File: src/rtl/i2c_slv_fsm.sv
// I2C target FSM: START/STOP detect, 7-bit address match, register pointer, burst write and burst read with auto-increment.
// Latency: 2-flop sync + 1 history flop (+FILT_LEN with the glitch filter) from pin to edge; SDA drive updates 1 CLK after a seen SCL fall.
// Backpressure: none; SCL is never stretched and the register bank must take every WE/RE strobe. Optional filter macro: I2C_SLV_GLITCH_FILT_EN.
module i2c_slv_fsm #(
    parameter int                 ADDR_SZ  = 7,
    parameter int                 DATA_SZ  = 8,
    parameter int                 REG_AW   = 8,
    parameter logic [ADDR_SZ-1:0] SLV_ADDR = 7'h68,
    parameter int                 FILT_LEN = 4
) (
    input  logic               CLK,
    input  logic               RST_n,
    input  logic               I_SCL,
    input  logic               I_SDA,
    output logic               O_SDA_OE,
    output logic [REG_AW-1:0]  O_REG_ADDR,
    output logic [DATA_SZ-1:0] O_REG_WDATA,
    output logic               O_REG_WE,
    output logic               O_REG_RE,
    input  logic [DATA_SZ-1:0] I_REG_RDATA,
    output logic               O_BUSY,
    output logic               O_ADDR_HIT
);

    typedef enum logic [3:0] {
        IDLE, ADDR, ACK_ADDR, PTR, ACK_PTR, WR, ACK_WR, RD, MACK, IGNORE
    } state_t;

    // Bit counter: counts remaining bits down to 0; RD_FRESH marks a read byte with no bit driven yet.
    localparam logic [3:0] BIT_MSB  = 4'(DATA_SZ - 1);
    localparam logic [3:0] RD_FRESH = 4'(DATA_SZ);

    logic scl_cur, scl_prv, sda_cur, sda_prv;

`ifdef I2C_SLV_GLITCH_FILT_EN
    localparam int FCW = $clog2(FILT_LEN + 1);

    logic [1:0]     scl_sync_q, sda_sync_q;
    logic           scl_f_q, sda_f_q, scl_h_q, sda_h_q;
    logic [FCW-1:0] scl_fc_q, sda_fc_q;

    // Synchronize, then accept a new level only after FILT_LEN consecutive differing samples.
    always_ff @(posedge CLK or negedge RST_n) begin
        if (!RST_n) begin
            scl_sync_q <= 2'b11;
            sda_sync_q <= 2'b11;
            scl_f_q    <= 1'b1;
            sda_f_q    <= 1'b1;
            scl_h_q    <= 1'b1;
            sda_h_q    <= 1'b1;
            scl_fc_q   <= '0;
            sda_fc_q   <= '0;
        end else begin
            scl_sync_q <= {scl_sync_q[0], I_SCL};
            sda_sync_q <= {sda_sync_q[0], I_SDA};
            scl_h_q    <= scl_f_q;
            sda_h_q    <= sda_f_q;
            if (scl_sync_q[1] == scl_f_q) begin
                scl_fc_q <= '0;
            end else if (scl_fc_q == FCW'(FILT_LEN - 1)) begin
                scl_f_q  <= scl_sync_q[1];
                scl_fc_q <= '0;
            end else begin
                scl_fc_q <= scl_fc_q + 1'b1;
            end
            if (sda_sync_q[1] == sda_f_q) begin
                sda_fc_q <= '0;
            end else if (sda_fc_q == FCW'(FILT_LEN - 1)) begin
                sda_f_q  <= sda_sync_q[1];
                sda_fc_q <= '0;
            end else begin
                sda_fc_q <= sda_fc_q + 1'b1;
            end
        end
    end

    assign scl_cur = scl_f_q;
    assign scl_prv = scl_h_q;
    assign sda_cur = sda_f_q;
    assign sda_prv = sda_h_q;
`else
    logic [2:0] scl_sync_q, sda_sync_q;

    // Two synchronizer flops plus one history flop per line; idle bus level is high.
    always_ff @(posedge CLK or negedge RST_n) begin
        if (!RST_n) begin
            scl_sync_q <= 3'b111;
            sda_sync_q <= 3'b111;
        end else begin
            scl_sync_q <= {scl_sync_q[1:0], I_SCL};
            sda_sync_q <= {sda_sync_q[1:0], I_SDA};
        end
    end

    assign scl_cur = scl_sync_q[1];
    assign scl_prv = scl_sync_q[2];
    assign sda_cur = sda_sync_q[1];
    assign sda_prv = sda_sync_q[2];
`endif

    // SCL must be high in both samples, so an SDA change on an SCL edge is data, not START/STOP.
    logic scl_rise, scl_fall, start_det, stop_det;
    assign scl_rise  =  scl_cur & ~scl_prv;
    assign scl_fall  = ~scl_cur &  scl_prv;
    assign start_det =  scl_cur &  scl_prv &  sda_prv & ~sda_cur;
    assign stop_det  =  scl_cur &  scl_prv & ~sda_prv &  sda_cur;

    state_t             state_q, state_d;
    logic [3:0]         cnt_q, cnt_d;
    logic [DATA_SZ-1:0] rx_q, rx_d, tx_q, tx_d, wdata_q, wdata_d, rx_shift;
    logic [REG_AW-1:0]  ptr_q, ptr_d;
    logic               oe_q, oe_d, ack_q, ack_d, busy_q, busy_d;
    logic               hit_q, hit_d, we_q, we_d, re_q, re_d, cap_q, cap_d;

    assign rx_shift = {rx_q[DATA_SZ-2:0], sda_cur};

    // Next-state and datapath: START/STOP override everything, otherwise per-state bit handling.
    always_comb begin
        state_d = state_q;
        cnt_d   = cnt_q;
        rx_d    = rx_q;
        tx_d    = tx_q;
        ptr_d   = ptr_q;
        wdata_d = wdata_q;
        oe_d    = oe_q;
        ack_d   = ack_q;
        busy_d  = busy_q;
        hit_d   = 1'b0;
        we_d    = 1'b0;
        re_d    = 1'b0;
        cap_d   = re_q;
        // Read data lands one CLK after RE; pointer steps after a capture or a write strobe.
        if (cap_q) begin
            tx_d  = I_REG_RDATA;
            ptr_d = ptr_q + 1'b1;
        end
        if (we_q) begin
            ptr_d = ptr_q + 1'b1;
        end
        if (start_det) begin
            state_d = ADDR;
            cnt_d   = BIT_MSB;
            oe_d    = 1'b0;
            ack_d   = 1'b0;
            busy_d  = 1'b0;
        end else if (stop_det) begin
            state_d = IDLE;
            oe_d    = 1'b0;
            ack_d   = 1'b0;
            busy_d  = 1'b0;
        end else begin
            case (state_q)
                ADDR, PTR, WR: if (scl_rise) begin
                    rx_d = rx_shift;
                    if (cnt_q != 4'd0) begin
                        cnt_d = cnt_q - 1'b1;
                    end else if (state_q == PTR) begin
                        ptr_d   = REG_AW'(rx_shift);
                        state_d = ACK_PTR;
                    end else if (state_q == WR) begin
                        we_d    = 1'b1;
                        wdata_d = rx_shift;
                        state_d = ACK_WR;
                    end else if (rx_shift[DATA_SZ-1 -: ADDR_SZ] == SLV_ADDR) begin
                        hit_d   = 1'b1;
                        busy_d  = 1'b1;
                        re_d    = rx_shift[0];
                        state_d = ACK_ADDR;
                    end else begin
                        state_d = IGNORE;
                    end
                end
                ACK_ADDR, ACK_PTR, ACK_WR: if (scl_fall) begin
                    if (!ack_q) begin
                        oe_d  = 1'b1;
                        ack_d = 1'b1;
                    end else begin
                        ack_d = 1'b0;
                        cnt_d = BIT_MSB;
                        oe_d  = 1'b0;
                        if (state_q == ACK_ADDR && rx_q[0]) begin
                            oe_d    = ~tx_q[DATA_SZ-1];
                            state_d = RD;
                        end else if (state_q == ACK_ADDR) begin
                            state_d = PTR;
                        end else begin
                            state_d = WR;
                        end
                    end
                end
                RD: if (scl_fall) begin
                    if (cnt_q == 4'd0) begin
                        oe_d    = 1'b0;
                        state_d = MACK;
                    end else if (cnt_q == RD_FRESH) begin
                        oe_d  = ~tx_q[DATA_SZ-1];
                        cnt_d = BIT_MSB;
                    end else begin
                        oe_d  = ~tx_q[DATA_SZ-2];
                        tx_d  = {tx_q[DATA_SZ-2:0], 1'b0};
                        cnt_d = cnt_q - 1'b1;
                    end
                end
                MACK: if (scl_rise) begin
                    if (!sda_cur) begin
                        re_d    = 1'b1;
                        cnt_d   = RD_FRESH;
                        state_d = RD;
                    end else begin
                        busy_d  = 1'b0;
                        oe_d    = 1'b0;
                        state_d = IGNORE;
                    end
                end
                default: ;
            endcase
        end
    end

    // State and datapath registers; reset releases SDA at once.
    always_ff @(posedge CLK or negedge RST_n) begin
        if (!RST_n) begin
            state_q <= IDLE;
            cnt_q   <= '0;
            rx_q    <= '0;
            tx_q    <= '0;
            ptr_q   <= '0;
            wdata_q <= '0;
            oe_q    <= 1'b0;
            ack_q   <= 1'b0;
            busy_q  <= 1'b0;
            hit_q   <= 1'b0;
            we_q    <= 1'b0;
            re_q    <= 1'b0;
            cap_q   <= 1'b0;
        end else begin
            state_q <= state_d;
            cnt_q   <= cnt_d;
            rx_q    <= rx_d;
            tx_q    <= tx_d;
            ptr_q   <= ptr_d;
            wdata_q <= wdata_d;
            oe_q    <= oe_d;
            ack_q   <= ack_d;
            busy_q  <= busy_d;
            hit_q   <= hit_d;
            we_q    <= we_d;
            re_q    <= re_d;
            cap_q   <= cap_d;
        end
    end

    assign O_SDA_OE    = oe_q;
    assign O_REG_ADDR  = ptr_q;
    assign O_REG_WDATA = wdata_q;
    assign O_REG_WE    = we_q;
    assign O_REG_RE    = re_q;
    assign O_BUSY      = busy_q;
    assign O_ADDR_HIT  = hit_q;

endmodule

File: config.mk
export PLATFORM = sky130hd
export DESIGN_NAME = i2c_slv_fsm
export DESIGN_NICKNAME = d
export VERILOG_FILES = /design/src/rtl/i2c_slv_fsm.sv
export SDC_FILE = /design/constraint.sdc
export NUM_CORES = 1
export LEC_CHECK = 0
export ABC_AREA = 0
export CAP_MARGIN = 0
export CORE_UTILIZATION = 60
export CTS_CLUSTER_DIAMETER = 120
export DETAILED_ROUTE_END_ITERATION = 8
export PLACE_DENSITY = 0.87
export RECOVER_POWER = 50
export REMOVE_ABC_BUFFERS = 1
export SLEW_MARGIN = 40
export SYNTH_ARGS = -nofsm -noshare
export SYNTH_HDL_FRONTEND = slang
export SYNTH_SLANG_ARGS = --single-unit
File: constraint.sdc
create_clock -name CLK -period 4.8 [get_ports CLK]
set_input_delay 0.96 -clock CLK [delete_from_list [all_inputs] [get_ports CLK]]
set_output_delay 0.96 -clock CLK [all_outputs]
set_load 0.005 [all_outputs]
==> results.md, run 1 <==
- Area post-placement: 3030 um^2
- DR WL/cell: 16.0 um
- Kind of critical path: in -> async
- Max_cap viols: 1
- Most common flop cell mapped by yosys: dfrtp_1
- Initial antenna violation count: 0
- Worst hold path class: reg -> reg
- PwrDens: 471 nW/um^2
- CTS tree: yes
- Clk_lat worst skew: 0.31 ns
- Synth Register Bits: 52
- Post-CTS Hold Fix Bufs: 0
- Post_cts resized: 0
- Hold path cells: 0
- Die width: 69.0 um
- Delay-heaviest family, CP: buffers and inverters
- Max incr delay on CP: 1.88 ns
- Fin area: 3130 um^2
- Fmax: 323 MHz
- WP buf/inv: 2
- Commonest non-fill, non-tap cell in the layout: dfrtp_1
- Worst EP required: 4.66 ns
- Reg2Reg Setup Slack: 2.31 ns
- Synth Area in Compound Gates: 15.5%
- First-pass GRT wire length: 9.52 mm
- Total GRT Usage: 24.9%
- Most frequent cells in the layout: 46 x dfrtp_1, 30 x nor2_1, 29 x clkdlybuf4s50_1, 21 x nand2_1
- Hold Path Sink: scl_sync_q[1]$_DFF_PN1_
- Clock sinks: 52
- Starting Density: 62.3%
- Synth Warn #: 0
- Post-Syn Area: 2690 um^2
- Post-synthesis adder-cell area fraction: 1.39%
- Port Buf Inserts: 32
- Worst-Margin Slew: 2.68 ns
- Hold slack final: 0.368 ns
- # diodes: 0
- Die area: 4760 um^2
- Overall Power: 1.47 mW
- Slew HR: -78.8%
- Clock Path Buffers: 2
- Synth Instances: 268
- Peak supply drop: 0.251 mV
- Cell chain of the critical path: buf_2 > clkbuf_1
- Fraction of layout cells with a size suffix above 1: 13.5%
- DRT antenna net count: 0
- Root Buffer: clkbuf_8
- Reg-to-reg startpoint: state_q[1]$_DFFE_PN0P_
- Status: finished with violations
- Leakage: 1.32 nW
- Startpoint types: input pin
- Hold_sp: scl_sync_q[0]$_DFF_PN1_
- Proportion of synthesized area in mux cells: 12.5%
- H-tree Lvls: 2
- Synth Area per Inst: 10.1 um^2
- EDFF count, synth: 0
- Final WL: 5.58 mm
- Synthesis-to-finish area growth: 16.1%
- Crit-path max FO: 52
- Synth cell types: 48
- GP Congestion: 0.978
- DP Wirelength: 3.92 mm
- Residual DRC count: 0
- Total CTS buffers: 5
- Vias per inst: 6.01
- Failing checks: capacitance limit, slew limit
- Setup crit end kind: asynchronous set/reset pin
- DR iter-0 viols: 155
- Clock Pin Slew Worst Setup and Hold Paths: 0.09 ns
- DR vias: 2096
- Final setup violation count: 0
- Global route overflow: 0
- Clk_skew: 0.0101 ns
- Largest net degree at the start of global routing: 53
- Net count, final: 311
- CP max-delay cell: clkbuf_1
- Core ar.: 4320 um^2
- Die Ht: 69.0 um
- Setup_tns: 0 ns
- Setup slack after layout: 1.70 ns
- FP Rows: 24
- Register area share after synthesis: 48.6%
- Vias in the first global route: 1980
- RSZ-0062 raised after global routing: no
- Crit path DAT: 2.96 ns
- IO Count: 33
- Largest family of logic cells by synthesized area: simple AND/OR/NAND/NOR gates
- Post-CTS Setup Repair Bufs: 0
- Reg2reg path depth: 6
- TritonRoute pass-1 iters: 5
- Min Tclk post-route: 3.10 ns
- Synth Area in Simple Gates: 15.7%
- Fin. max-slew vios: 53
- Period utilisation layout: 64.5%
- Placement Setup Slack: 2.38 ns
- Worst flop-to-flop path endpoint: state_q[3]$_DFFE_PN0P_
- Final Hold Viols: 0
- Post-synth ARST share: 100%
- XOR/XNOR Fraction of Synth Area: 3.25%
## stage by stage
stage          cells  util [%]
6_report         349      72.3
5_1_grt          349      72.3
4_1_cts          349      72.2
3_5_place_dp     341      70.1
3_3_place_gp     341      70.0
2_1_floorplan    256         -
## cells in the mapped netlist, types with 6 or more instances
master   number  area, um^2
a21oi_1      20         100
dfrtp_1      46        1150
dfstp_2       6         158
inv_1         8        30.0
mux2_2       19         214
mux2i_1      10         100
nand2_1      21        78.8
nand3_1       6        30.0
nor2_1       30         113
nor3_1        6        30.0
o21ai_0      20         100
xor2_1        6        52.6
## state kept, by name, indices dropped and copies added, names as in the netlist
| signal | count |
|---|---|
| state_q | 4 |
| O_BUSY | 1 |
| O_REG_WE | 1 |
| O_REG_WDATA | 8 |
| cap_q | 1 |
| sda_sync_q | 3 |
| O_REG_ADDR | 8 |
| rx_q | 7 |
| scl_sync_q | 3 |
| tx_q | 8 |
| O_REG_RE | 1 |
| O_ADDR_HIT | 1 |
| cnt_q | 4 |
| ack_q | 1 |
| O_SDA_OE | 1 |
## area by class of cell
cell class | count | area (um^2)
fillers | 335 | 1200
repair buffers | 33 | 319
clock buffers | 5 | 68.8
multi-input cells | 196 | 1310
inverters | 8 | 30.0
flip-flops and latches | 52 | 1310
clock inverters | 3 | 22.5
well taps | 52 | 65.1
## kinds of logic after synthesis
kind of cell	count (synthesis)
AO/OA/AOI/OAI	66
XOR/XNOR	10
adder cells (fa/ha/maj)	3
buffers and inverters	20
flip-flops	52
multiplexers	31
AND/OR/NAND/NOR	86
## where the power goes
part	switching, mW	leakage, nW	internal (mW)
Combinational	0.250	0.622	0.264
Clock	0.147	0.0485	0.105
Sequential	0.154	0.649	0.554
Total	0.550	1.32	0.923
## worst max path at each step
stage                      startpoint                 endpoint  depth (start not counted)  slack [ns]
2_1_floorplan  state_q[1]$_DFFE_PN0P_     cnt_q[0]$_DFFE_PN0P_                          6        2.80
3_3_place_gp   state_q[2]$_DFFE_PN0P_        tx_q[2]$_DFF_PN0_                          4        2.33
3_5_place_dp   state_q[0]$_DFFE_PN0P_   state_q[3]$_DFFE_PN0P_                          6        2.38
4_1_cts        state_q[1]$_DFFE_PN0P_     cnt_q[0]$_DFFE_PN0P_                          6        2.36
5_1_grt                         RST_n  O_REG_ADDR[2]$_DFF_PN0_                          2        1.07
6_report                        RST_n       O_BUSY$_DFFE_PN0P_                          2        1.70
## routing by layer
metal | wire length (um) | part of all wire (%) | vias up | global-route usage [%]
met2 | 2530 | 45 | 72 | 36.7
met5 | 0 | 0 | - | 0
met3 | 335 | 6.0 | 11 | 4.68
met4 | 102 | 1.8 | 0 | 9.75
met1 | 2610 | 47 | 999 | 36.6
li1 | - | - | 1014 | -
Power figures use the tool's default switching activity.
==> run 2, diff against run 1 <==
--- a/config.mk
+++ b/config.mk
@@ -7,10 +7,10 @@
 export LEC_CHECK = 0
 export ABC_AREA = 0
 export CAP_MARGIN = 0
-export CORE_UTILIZATION = 60
+export CORE_UTILIZATION = 55
 export CTS_CLUSTER_DIAMETER = 120
 export DETAILED_ROUTE_END_ITERATION = 8
-export PLACE_DENSITY = 0.87
+export PLACE_DENSITY = 0.81
 export RECOVER_POWER = 50
 export REMOVE_ABC_BUFFERS = 1
 export SLEW_MARGIN = 40
==> constraint.sdc (replaced) <==
create_clock -name CLK -period 2.9 [get_ports CLK]
set_input_delay 0.58 -clock CLK [delete_from_list [all_inputs] [get_ports CLK]]
set_output_delay 0.58 -clock CLK [all_outputs]
set_load 0.005 [all_outputs]
==> run 2 against run 1 <==
Against the previous run:
- the run now ends clean
- critical path type is now reg -> reg
- sequential share of layout area decreased by 0.43 points
- non-clock buffer count increased by 3
- global-route usage is 2.1 points lower
- worst hold slack got worse by 0.0023 ns
- die area is 8.8% higher
- register-to-register slack got worse by 1.7 ns
- via count down 1.1%
==> results.md, run 2 (synthesis gave the netlist of run 1 again) <==
- Startpoint types: flip-flop
- Die area: 5180 um^2
- FP Rows: 25
- Final setup violation count: 0
- DP Wirelength: 3.91 mm
- Worst hold path class: reg -> reg
- Synthesis-to-finish area growth: 17.3%
- Residual DRC count: 0
- Period utilisation layout: 79.7%
- Status: complete, no violations
- Internal power: 1.54 mW
- Total GRT Usage: 22.8%
- Switching part of the total: 37.0%
- Commonest non-fill, non-tap cell in the layout: dfrtp_1
- Global route overflow: 0
- DR iter-0 viols: 204
- Hold slack final: 0.366 ns
- # diodes: 0
- Largest net degree at the start of global routing: 35
- Cell count after placement: 359
- Die width: 72.0 um
- Max incr delay on CP: 0.68 ns
- Reg2Reg Setup Slack: 0.59 ns
- First-pass GRT wire length: 9.26 mm
- Clock Pin Slew Worst Setup and Hold Paths: 0.09 ns
- Comb power frac: 35.1%
- CP max-delay cell: dfrtp_1
- Worst EP required: 3.10 ns
- DR WL/cell: 14.9 um
- Initial antenna violation count: 0
- Fmax: 433 MHz
- Fin. max-slew vios: 0
- Hold path cells: 0
- Core ar.: 4720 um^2
- Crit-path max FO: 17
- Post-CTS Hold Fix Bufs: 0
- Vias per inst: 5.65
- Fraction of layout cells with a size suffix above 1: 14.0%
- Hold_sp: scl_sync_q[0]$_DFF_PN1_
- Worst-Margin Slew: 1.04 ns
- Post-route insts no fill: 367
- Area post-placement: 3070 um^2
- Port Buf Inserts: 32
- Crit path DAT: 2.51 ns
- Final Hold Viols: 0
- GP Congestion: 0.987
- Clock sinks: 52
- DR vias: 2073
- Clk_skew: 0.0114 ns
- Peak supply drop: 0.439 mV
- Kind of critical path: reg -> reg
- Starting Density: 57.0%
- PwrDens: 772 nW/um^2
- Psw: 0.902 mW
- Root Buffer: clkbuf_8
- Setup crit end kind: flip-flop
- Min Tclk post-route: 2.31 ns
- Clk_lat worst skew: 0.31 ns
- Clock power frac: 17.7%
- Max_cap viols: 0
- Post-CTS Setup Repair Bufs: 0
- Hold Path Sink: scl_sync_q[1]$_DFF_PN1_
- Vias in the first global route: 1972
- Final WL: 5.46 mm
- Slew HR: 30.5%
- TritonRoute pass-1 iters: 5
- IO Count: 33
- Reg2reg path depth: 6
- Setup_tns: 0 ns
- Die Ht: 72.0 um
- Most frequent cells in the layout: 46 x dfrtp_1, 30 x nor2_1, 27 x clkdlybuf4s50_1, 21 x nand2_1
- Post_cts resized: 0
- Reg-to-reg startpoint: state_q[1]$_DFFE_PN0P_
- DRT antenna net count: 0
- Total CTS buffers: 5
- H-tree Lvls: 2
- Leakage: 1.33 nW
- Cell chain of the critical path: nor2_1 > a22oi_1 > a2bb2oi_1 > nand2_1 > a31oi_2 > mux2_2
- Worst flop-to-flop path endpoint: state_q[3]$_DFFE_PN0P_
- Fin area: 3160 um^2
- Fillers: 380
- Clock Path Buffers: 2
- RSZ-0062 raised after global routing: no
- Part of the power in registers: 47.2%
- Net count, final: 314
- Core Util, Final: 66.9%
- CTS tree: yes
==> run 2: stage by stage <==
stage | worst slack (ns) | power, mW
after global placement | 0.652 | 1.99
after CTS | 0.590 | 2.45
after global routing | 0.352 | 2.61
after detailed placement | 0.625 | 2.01
after floorplan | 0.900 | 1.68
final | 0.589 | 2.44
==> run 2: area by class of cell <==
cell class / instances / area (um^2) / share of cell area, %
multi-input cells: 196 / 1300 / 41.1
clock buffers: 5 / 68.8 / 2.18
repair buffers: 36 / 342 / 10.8
flip-flops and latches: 52 / 1310 / 41.4
well taps: 67 / 83.8 / 2.65
clock inverters: 3 / 27.5 / 0.871
inverters: 8 / 30.0 / 0.950
==> run 2: routing by layer <==
metal  vias up  wire length [um]  global-route usage [%]  part of all wire, %
met5         -                 0                       0                    0
met4         0               126                    9.15                  2.3
met3        18               381                    3.89                  7.0
met2        94              2410                    32.8                   44
met1       947              2540                    34.5                   47
li1       1014                 -                       -                    -
==> run 2: worst max path at each step <==
stage / from / to / slack (ns) / cells after the start
after detailed placement: cnt_q[0]$_DFFE_PN0P_ / O_REG_WDATA[0]$_DFFE_PN0P_ / 0.62 / 7
after floorplan: state_q[1]$_DFFE_PN0P_ / cnt_q[0]$_DFFE_PN0P_ / 0.90 / 6
final: state_q[1]$_DFFE_PN0P_ / state_q[3]$_DFFE_PN0P_ / 0.59 / 6
after global placement: cnt_q[0]$_DFFE_PN0P_ / O_REG_WDATA[6]$_DFFE_PN0P_ / 0.65 / 7
after global routing: cnt_q[0]$_DFFE_PN0P_ / O_REG_ADDR[6]$_DFF_PN0_ / 0.35 / 8
after CTS: cnt_q[0]$_DFFE_PN0P_ / O_REG_WDATA[0]$_DFFE_PN0P_ / 0.59 / 7
==> run 2: critical path: cells and delay by family, from the launching register on <==
family,cells,cell delay [ns]
compound gates,3,0.78
simple gates,2,0.37
flops,1,0.68
mux,1,0.37
==> run 2: power by group through the flow <==
stage	registers [mW]	logic, mW	clock network, mW
2_1_floorplan	1.11	0.572	0
3_3_place_gp	1.16	0.834	0
3_5_place_dp	1.17	0.846	0
4_1_cts	1.15	0.853	0.441
5_1_grt	1.19	0.943	0.482
6_report	1.15	0.857	0.431
